## src/rtl/fetch_unit_if.sv

```systemverilog
// Signal bundle between the fetch stage and its surroundings: hazard/redirect inputs,
// the instruction-memory req/ready channel and the IF/ID register outputs.
interface fetch_unit_if;
  logic        stall;
  logic        redirect_valid;
  logic [31:0] redirect_pc;
  logic        imem_req;
  logic [31:0] imem_addr;
  logic        imem_ready;
  logic [31:0] imem_rdata;
  logic [31:0] pc_out;
  logic        ifid_valid;
  logic [31:0] ifid_pc;
  logic [31:0] ifid_pc4;
  logic [31:0] ifid_instr;

  // imem channel: a word moves when imem_req && imem_ready; once imem_req rises,
  // imem_req and imem_addr hold until that transfer (the request is never withdrawn).
  modport master (
    input  stall, redirect_valid, redirect_pc, imem_ready, imem_rdata,
    output imem_req, imem_addr, pc_out, ifid_valid, ifid_pc, ifid_pc4, ifid_instr
  );

  modport slave (
    output stall, redirect_valid, redirect_pc, imem_ready, imem_rdata,
    input  imem_req, imem_addr, pc_out, ifid_valid, ifid_pc, ifid_pc4, ifid_instr
  );
endinterface

```

## src/rtl/fetch_unit.sv

```systemverilog
// Instruction-fetch controller: owns the fetch PC, issues imem requests and loads the
// IF/ID register through a one-entry skid buffer that absorbs decode stalls.
module fetch_unit #(
  parameter logic [31:0] RESET_PC  = 32'h0000_0000,
  parameter logic [31:0] NOP_INSTR = 32'h0000_0000
) (
  input  logic         clock,
  input  logic         reset,
  fetch_unit_if.master bus,
  output logic         state_dbg_o
);

  typedef enum logic {ST_RUN = 1'b0, ST_DISCARD = 1'b1} state_e;

  state_e      state_q, state_d;
  logic [31:0] pc_q, pc_d;
  logic [31:0] tgt_q, tgt_d;
  logic        buf_valid_q, buf_valid_d;
  logic [31:0] buf_pc_q, buf_pc_d;
  logic [31:0] buf_instr_q, buf_instr_d;
  logic        ifid_valid_q, ifid_valid_d;
  logic [31:0] ifid_pc_q, ifid_pc_d;
  logic [31:0] ifid_pc4_q, ifid_pc4_d;
  logic [31:0] ifid_instr_q, ifid_instr_d;

  logic        req;
  logic        xfer;
  logic [31:0] redir_pc;

  // DISCARD must keep its request up to drain the stale in-flight word.
  assign req      = reset & ((state_q == ST_DISCARD) | ~buf_valid_q);
  assign xfer     = req & bus.imem_ready;
  assign redir_pc = bus.redirect_pc & ~32'h0000_0003;

  always_comb begin
    state_d      = state_q;
    pc_d         = pc_q;
    tgt_d        = tgt_q;
    buf_valid_d  = buf_valid_q;
    buf_pc_d     = buf_pc_q;
    buf_instr_d  = buf_instr_q;
    ifid_valid_d = ifid_valid_q;
    ifid_pc_d    = ifid_pc_q;
    ifid_pc4_d   = ifid_pc4_q;
    ifid_instr_d = ifid_instr_q;

    if (bus.redirect_valid) begin
      ifid_valid_d = 1'b0;
      ifid_instr_d = NOP_INSTR;
      buf_valid_d  = 1'b0;
      if (req && !bus.imem_ready) begin
        tgt_d   = redir_pc;
        state_d = ST_DISCARD;
      end else begin
        pc_d    = redir_pc;
        state_d = ST_RUN;
      end
    end else if (state_q == ST_DISCARD) begin
      if (xfer) begin
        pc_d    = tgt_q;
        state_d = ST_RUN;
      end
    end else if (xfer) begin
      pc_d = pc_q + 32'd4;
      if (bus.stall) begin
        buf_valid_d = 1'b1;
        buf_pc_d    = pc_q;
        buf_instr_d = bus.imem_rdata;
      end else begin
        ifid_valid_d = 1'b1;
        ifid_pc_d    = pc_q;
        ifid_pc4_d   = pc_q + 32'd4;
        ifid_instr_d = bus.imem_rdata;
      end
    end else if (buf_valid_q) begin
      if (!bus.stall) begin
        ifid_valid_d = 1'b1;
        ifid_pc_d    = buf_pc_q;
        ifid_pc4_d   = buf_pc_q + 32'd4;
        ifid_instr_d = buf_instr_q;
        buf_valid_d  = 1'b0;
      end
    end else if (!bus.stall) begin
      ifid_valid_d = 1'b0;
    end
  end

  always_ff @(posedge clock) begin
    if (!reset) begin
      state_q      <= ST_RUN;
      pc_q         <= RESET_PC;
      tgt_q        <= RESET_PC;
      buf_valid_q  <= 1'b0;
      buf_pc_q     <= 32'h0;
      buf_instr_q  <= 32'h0;
      ifid_valid_q <= 1'b0;
      ifid_pc_q    <= 32'h0;
      ifid_pc4_q   <= 32'h0;
      ifid_instr_q <= NOP_INSTR;
    end else begin
      state_q      <= state_d;
      pc_q         <= pc_d;
      tgt_q        <= tgt_d;
      buf_valid_q  <= buf_valid_d;
      buf_pc_q     <= buf_pc_d;
      buf_instr_q  <= buf_instr_d;
      ifid_valid_q <= ifid_valid_d;
      ifid_pc_q    <= ifid_pc_d;
      ifid_pc4_q   <= ifid_pc4_d;
      ifid_instr_q <= ifid_instr_d;
    end
  end

  assign bus.imem_req   = req;
  assign bus.imem_addr  = pc_q;
  assign bus.pc_out     = pc_q;
  assign bus.ifid_valid = ifid_valid_q;
  assign bus.ifid_pc    = ifid_pc_q;
  assign bus.ifid_pc4   = ifid_pc4_q;
  assign bus.ifid_instr = ifid_instr_q;
  assign state_dbg_o    = (state_q == ST_DISCARD);

endmodule
```

## src/flat_wrapper.sv

```systemverilog
// flat-port wrapper written by rule: the top's interface ports become plain ports
module fetch_unit_flat 
#(
  parameter logic [31:0] RESET_PC  = 32'h0000_0000,
  parameter logic [31:0] NOP_INSTR = 32'h0000_0000
)
  (clock, reset, state_dbg_o, bus_stall, bus_redirect_valid, bus_redirect_pc, bus_imem_ready, bus_imem_rdata, bus_imem_req, bus_imem_addr, bus_pc_out, bus_ifid_valid, bus_ifid_pc, bus_ifid_pc4, bus_ifid_instr);
  fetch_unit_if bus_i ();
  input  logic clock;
  input  logic reset;
  output logic state_dbg_o;
  input wire logic [$bits(bus_i.stall)-1:0] bus_stall;
  input wire logic [$bits(bus_i.redirect_valid)-1:0] bus_redirect_valid;
  input wire logic [$bits(bus_i.redirect_pc)-1:0] bus_redirect_pc;
  input wire logic [$bits(bus_i.imem_ready)-1:0] bus_imem_ready;
  input wire logic [$bits(bus_i.imem_rdata)-1:0] bus_imem_rdata;
  output wire logic [$bits(bus_i.imem_req)-1:0] bus_imem_req;
  output wire logic [$bits(bus_i.imem_addr)-1:0] bus_imem_addr;
  output wire logic [$bits(bus_i.pc_out)-1:0] bus_pc_out;
  output wire logic [$bits(bus_i.ifid_valid)-1:0] bus_ifid_valid;
  output wire logic [$bits(bus_i.ifid_pc)-1:0] bus_ifid_pc;
  output wire logic [$bits(bus_i.ifid_pc4)-1:0] bus_ifid_pc4;
  output wire logic [$bits(bus_i.ifid_instr)-1:0] bus_ifid_instr;
  assign bus_i.stall = bus_stall;
  assign bus_i.redirect_valid = bus_redirect_valid;
  assign bus_i.redirect_pc = bus_redirect_pc;
  assign bus_i.imem_ready = bus_imem_ready;
  assign bus_i.imem_rdata = bus_imem_rdata;
  assign bus_imem_req = bus_i.imem_req;
  assign bus_imem_addr = bus_i.imem_addr;
  assign bus_pc_out = bus_i.pc_out;
  assign bus_ifid_valid = bus_i.ifid_valid;
  assign bus_ifid_pc = bus_i.ifid_pc;
  assign bus_ifid_pc4 = bus_i.ifid_pc4;
  assign bus_ifid_instr = bus_i.ifid_instr;
  fetch_unit #(.RESET_PC(RESET_PC), .NOP_INSTR(NOP_INSTR)) u_core (.clock(clock), .reset(reset), .bus(bus_i), .state_dbg_o(state_dbg_o));
endmodule
```

## config.mk

```make
export PLATFORM = sky130hd
export DESIGN_NAME = fetch_unit_flat
export DESIGN_NICKNAME = d
export VERILOG_FILES = /design/src/rtl/fetch_unit_if.sv /design/src/rtl/fetch_unit.sv /design/src/flat_wrapper.sv
export SDC_FILE = /design/constraint.sdc
export NUM_CORES = 1
export LEC_CHECK = 0
export ABC_AREA = 1
export BUFFER_PORTS_ARGS = -buffer_cell sky130_fd_sc_hd__buf_2
export CORE_ASPECT_RATIO = 0.6
export CORE_MARGIN = 5
export CORE_UTILIZATION = 43
export CTS_BUF_LIST = sky130_fd_sc_hd__clkbuf_8
export DETAILED_ROUTE_END_ITERATION = 10
export PLACE_DENSITY = 0.67
export SLEW_MARGIN = 10
export SYNTH_ARGS = -nofsm -noshare
export SYNTH_HDL_FRONTEND = slang
export SYNTH_SLANG_ARGS = --single-unit
```

## constraint.sdc

```tcl
create_clock -name clock -period 1.9 [get_ports clock]
set_clock_uncertainty 0.2 [all_clocks]
set_input_delay 0.285 -clock clock [delete_from_list [all_inputs] [get_ports clock]]
set_output_delay 0.285 -clock clock [all_outputs]
set_load 0.02 [all_outputs]
```

# Word level (Yosys, flattened, before mapping)
# Index checks and enable logic that the tools add are counted.
[totals] word_cells=65 output_inout_bits=163 regBits=225 input_bits=69
[classes] eq_ne=5 addsub=2 n_reduce_logical=12 muxes=29 n_bitwise=7
[ops] cell="$mux 32" count=17
[ops] cell="$add 32x3->32 const B" count=2
[ops] cell="$mux 1" count=12
[ops] cell="$ne 2x2->1 const B" count=4
[ops] cell="$reduce_and 2->1" count=4
[ops] cell="$reduce_and 4->1" count=2
[ops] cell="$reduce_and 5->1" count=1
[ops] cell="$not 1->1" count=4
[ops] cell="$reduce_bool 2->1" count=2
[ops] cell="$ne 3x1->1 const B" count=1
[ops] cell="$and 1x1->1" count=2
[ops] cell="$reduce_or 2->1" count=1
[ops] cell="$logic_and 1x1->1" count=1
[ops] cell="$logic_not 1->1" count=1
[ops] cell="$or 1x1->1" count=1

# Longest topological paths before layout
[logic_depth] word_depth=7 ltp_mapped=12 mapped_depth_nobuf=12

# Least setup slack after synthesis
# OpenSTA, ideal clock, no wires.
[synth_timing] path_type="reg2reg" from="register u_core.pc_q[2] (netlist: u_core.bus.imem_addr[2])" to="register u_core.pc_q[22] (netlist: u_core.bus.imem_addr[22])" setup_time_ps=121 t_arrival_ps=1744 slack_ps=-165 n_path_buf=0 period_less_slack_ps=2065 stages_incl_launch_ff=13 t_required_ps=1579 path_cell_list="dfxtp_1 -> ha_1 -> nand2_1 -> nor2_1 -> nand2_1 -> nor2_1 -> nand2_1 -> nand2_1 -> nand2_1 -> nand2_1 -> nand2_1 -> nand2_1 -> o21ai_0"
[synth_between] elab_chain_len=4
[synth_lines] item="start, declared" line="fetch_unit.sv:16" rtl="logic [31:0] pc_q, pc_d;"
[synth_lines] item="start signal, assigned" line="fetch_unit.sv:102" rtl="pc_q <= pc_d;"
[synth_lines] item="$add 32x3->32" line="fetch_unit.sv:64" rtl="pc_d = pc_q + 32'd4;"
[synth_lines] item="$mux 32" line="fetch_unit.sv:63" rtl="end else if (xfer) begin"
[synth_lines] item="$mux 32" line="fetch_unit.sv:58" rtl="end else if (state_q == ST_DISCARD) begin"
[synth_lines] item="$mux 32" line="fetch_unit.sv:47" rtl="if (bus.redirect_valid) begin"
# No other way between the ends. The select of a mux whose other input is x is not followed.
# A chain may end at the register's enable or synchronous reset.

# Worst setup path in the final report
[layout_timing] from="register u_core.state_q (netlist: u_core.state_dbg_o)" to="register u_core.ifid_pc4_q[26] (netlist: u_core.bus.ifid_pc4[26])"
[layout_between] elab_chain_len=5 word_cells_on_any_way=8 cone_classes="eq/ne (1); mux (1); bitwise (4); reduce/logical (2)"
[layout_lines] item="start, declared" line="fetch_unit.sv:15" rtl="state_e state_q, state_d;"
[layout_lines] item="start signal, assigned" line="fetch_unit.sv:101" rtl="state_q <= state_d;"
[layout_lines] item="$or 1x1->1" line="fetch_unit.sv:31" rtl="assign req = reset & ((state_q == ST_DISCARD) | ~buf_valid_q);"
[layout_lines] item="$and 1x1->1" line="fetch_unit.sv:31"
[layout_lines] item="$and 1x1->1" line="fetch_unit.sv:32" rtl="assign xfer = req & bus.imem_ready;"
[layout_lines] item="$ne 2x2->1 (no line) / $reduce_bool 2->1 (equally long branches)"
[layout_lines] item="$reduce_and 5->1 (no line)"
[layout_lines] item="end signal, assigned" line="fetch_unit.sv:109" rtl="ifid_pc4_q <= ifid_pc4_d;"
[layout_lines] item="end, declared" line="fetch_unit.sv:23" rtl="logic [31:0] ifid_pc4_q, ifid_pc4_d;"
# Several ways; a longest one is shown, not always the timed one.

==> impl_metrics.json <==
{
  "status": "complete, but fails checks",
  "violations": "negative setup slack",
  "grt_setup_unrepaired": "yes",
  "nNetsFinal": 2069,
  "grt_max_degree": 127,
  "wirelength_um": 41000,
  "die_area_um2": 28200,
  "hold_end": "u_core.bus.ifid_pc4[12]",
  "final_core_util_pct": 63.4,
  "fmax_mhz": 518,
  "max-slew-margin-rel_pct": 59.4,
  "drive_gt1_share_pct": 30.8,
  "critPathKind": "reg -> reg",
  "tightest_slew_ps": 610,
  "grt-ovfl-total": 0,
  "clkSlewWorstSetupHoldPaths_ps": 70,
  "fin_crit_ps": 1930,
  "ioPinCount": 232,
  "worstHoldPathType": "in -> reg",
  "track_usage_pct": 26.3,
  "cellInternalPower_mw": 7.70,
  "maxCapViolCount": 0,
  "ctsHtreeMaxLevel": 2,
  "mostFrequentLayoutCell": "nand2_1",
  "avgSynthCellArea_um2": 6.64,
  "seq_area_frac_synth_pct": 40.6,
  "port_buffers": 221,
  "hold_depth": 4,
  "syn_inst": 1610,
  "grt_pass1_wl_um": 60000,
  "end_kind": "flop",
  "die_h_um": 132,
  "clk_latency_ps": 560,
  "cpMaxStageDelayCell": "dfxtp_4",
  "p_comb_share_pct": 18.0,
  "drt-initial-drc-count": 1165,
  "drc": 0,
  "row_count": 44,
  "regArea_um2": 4390,
  "place_congestion": 0.934,
  "worst_ep_arrival_time_ps": 2160,
  "fillers": 2247,
  "cts-root-buf": "clkbuf_8",
  "startpoint": "u_core.state_dbg_o",
  "cts_tree": "done",
  "antenna_found_initial": 1,
  "vias_per_cell": 5.28,
  "p_sw_share_pct": 29.9,
  "antenna_left": 0,
  "critPathMaxStageDelay_ps": 360,
  "multi_input_area_um2": 5720,
  "numCtsBuffers": 35,
  "clkPwrFrac_pct": 37.3,
  "required_ps": 2130,
  "mostFrequentLayoutCells": "nand2_1, buf_2, nor2_1",
  "hold_viol_final": 0,
  "core_area_um2": 24300,
  "async_flop_share_pct": 0,
  "synth-seq-cells": 217,
  "synth_cell_types": 34,
  "area_growth_syn_to_layout_pct": 44.3,
  "r2r_slack_ps": -30,
  "place_hpwl_um": 27300,
  "clkSinkCount": 217,
  "grt_pass1_vias": 10927,
  "vias": 12376,
  "setup_ws_ps": -31.3,
  "ys.flop_type": "dfxtp_1",
  "synth_edf_count": 0,
  "whs_ps": 56.4,
  "slew_violations": 0,
  "startpoint_type": "flop",
  "min_period_over_period_pct": 102,
  "die_x_um": 214,
  "p_switching_mw": 3.29,
  "crit_fanout": 8,
  "numPlacedInstances": 2178,
  "min_from": "reset",
  "worstPathCellList": "inv_2 > nand2_2 > nand2_4 > nor2_4 > o21ai_4 > nor2_4 > buf_12 > buf_12 > clkbuf_16 > nand2_2 > nor2_1 > nor2_1",
  "wire_per_inst_um": 17.5,
  "p_leak_nw": 6.96,
  "stdcell_count": 2344,
  "r2r-start": "u_core.state_dbg_o",
  "synth-warning-count": 0,
  "synth_area_um2": 10700,
  "reg2reg_depth": 12,
  "r2r_end": "u_core.bus.ifid_pc4[26]",
  "finalSetupViolCount": 7,
  "power.density_nw_per_um2": 713,
  "ir_worst_vdd_mv": 0.493,
  "first_pass_iters": 6,
  "start_util_pct": 43.9,
  "cts_buffer_depth": 3,
  "p_seq_share_pct": 44.6
}
==> metrics by stage <==
step	power [mW]	setup slack (ps)	instance area [µm²]	TNS, ps
detailed placement	6.64	-146	12800	-3010
finish	11.0	-31.3	15400	-90.6
global placement	6.63	-105	12800	-1100
CTS	10.8	1.31	14300	0
floorplan	5.97	1.68	10700	0
global route	11.5	-123	15400	-3760
==> how the worst max path moves through the flow <==
stage	to	slack, ps	depth (start not counted)
final	u_core.bus.ifid_pc4[26]	-30	12
after detailed placement	u_core.bus.imem_addr[2]	-150	9
after global placement	u_core.bus.imem_addr[3]	-100	9
after global routing	u_core.bus.imem_addr[20]	-120	13
after CTS	u_core.bus.ifid_pc4[21]	1	13
after floorplan	u_core.bus.imem_addr[21]	2	11
==> Yosys cell counts, types with 3 or more instances <==
master | instances | area share, %
inv_2 | 5 | 0.18
or2_2 | 4 | 0.23
nand3_1 | 69 | 3.2
o21ai_0 | 242 | 11
inv_1 | 106 | 3.7
nand2_1 | 359 | 13
o21bai_1 | 4 | 0.28
xnor2_1 | 5 | 0.41
and2_1 | 3 | 0.18
nor3_1 | 3 | 0.14
a21oi_1 | 133 | 6.2
a31oi_1 | 26 | 1.5
buf_2 | 31 | 1.5
a211oi_1 | 3 | 0.21
buf_4 | 43 | 3.0
nand4_1 | 3 | 0.18
dfxtp_1 | 217 | 41
o211ai_1 | 14 | 0.98
o21a_1 | 8 | 0.56
clkbuf_1 | 48 | 1.7
nor2_1 | 250 | 8.8
o21ai_1 | 3 | 0.14
buf_1 | 8 | 0.28
xor2_1 | 9 | 0.74
==> repair_timing <==
action	CTS	global route
hold buffers	64	0
pin swaps	8	75
cloned	1	16
gates resized for setup	39	215
hold endpoints to repair	127	0
setup buffers	5	19
endpoints found under the setup margin	100	162
==> logic make-up after synthesis <==
logic type	count (synthesis)	share of synthesized area (%)
other	1	0.0351
and+or+nand+nor	697	25.9
buffers and inverters	242	10.4
adders and majority gates	2	0.234
DFF	217	40.6
AOI/OAI and AO/OA	437	21.7
xor gates and xnor gates	14	1.15
==> power by group through the flow <==
stage                     logic [mW]  registers [mW]  clock network, mW
after floorplan                0.853            5.12                  0
after global placement          1.65            4.98                  0
final                           1.98            4.91               4.11
after CTS                       1.79            4.89               4.16
after detailed placement        1.66            4.98                  0
after global routing            2.15            4.93               4.38
==> layer usage <==
metal | global-route usage [%] | wire (µm)
met1 | 40.7 | 19400
met2 | 37.6 | 17100
met3 | 5.04 | 3770
met4 | 6.46 | 807
met5 | 0 | 0
==> worst max-delay path, delay by kind of cell (launching register included) <==
kind / cells / cell delay, ps
flip-flops: 1 / 360
buffers and inverters: 4 / 480
AO/OA/AOI/OAI: 1 / 120
AND/OR/NAND/NOR: 7 / 640
==> flip-flops by register name, summed over array words and instances (netlist names) <==
signal	flops
u_core.buf_instr_q	32
u_core.buf_pc_q	30
u_core.buf_valid_q	1
u_core.bus.ifid_instr	32
u_core.bus.ifid_pc	30
u_core.bus.ifid_pc4	30
u_core.bus.ifid_valid	1
u_core.bus.imem_addr	30
u_core.state_dbg_o	1
u_core.tgt_q	30
==> area by class of cell <==
| type | instances | share of cell area (%) |
|---|---|---|
| Timing Repair Buffer | 473 | 24.4 |
| Inverter | 112 | 2.84 |
| Multi-Input combinational cell | 1158 | 37.1 |
| Timing Repair inverter | 1 | 0.0487 |
| Clock inverter | 14 | 0.422 |
| Antenna cell | 1 | 0.0162 |
| Tap cell | 322 | 2.61 |
| Sequential cell | 217 | 28.5 |
| Clock buffer | 46 | 4.10 |
(Power assumes the default switching activity.)
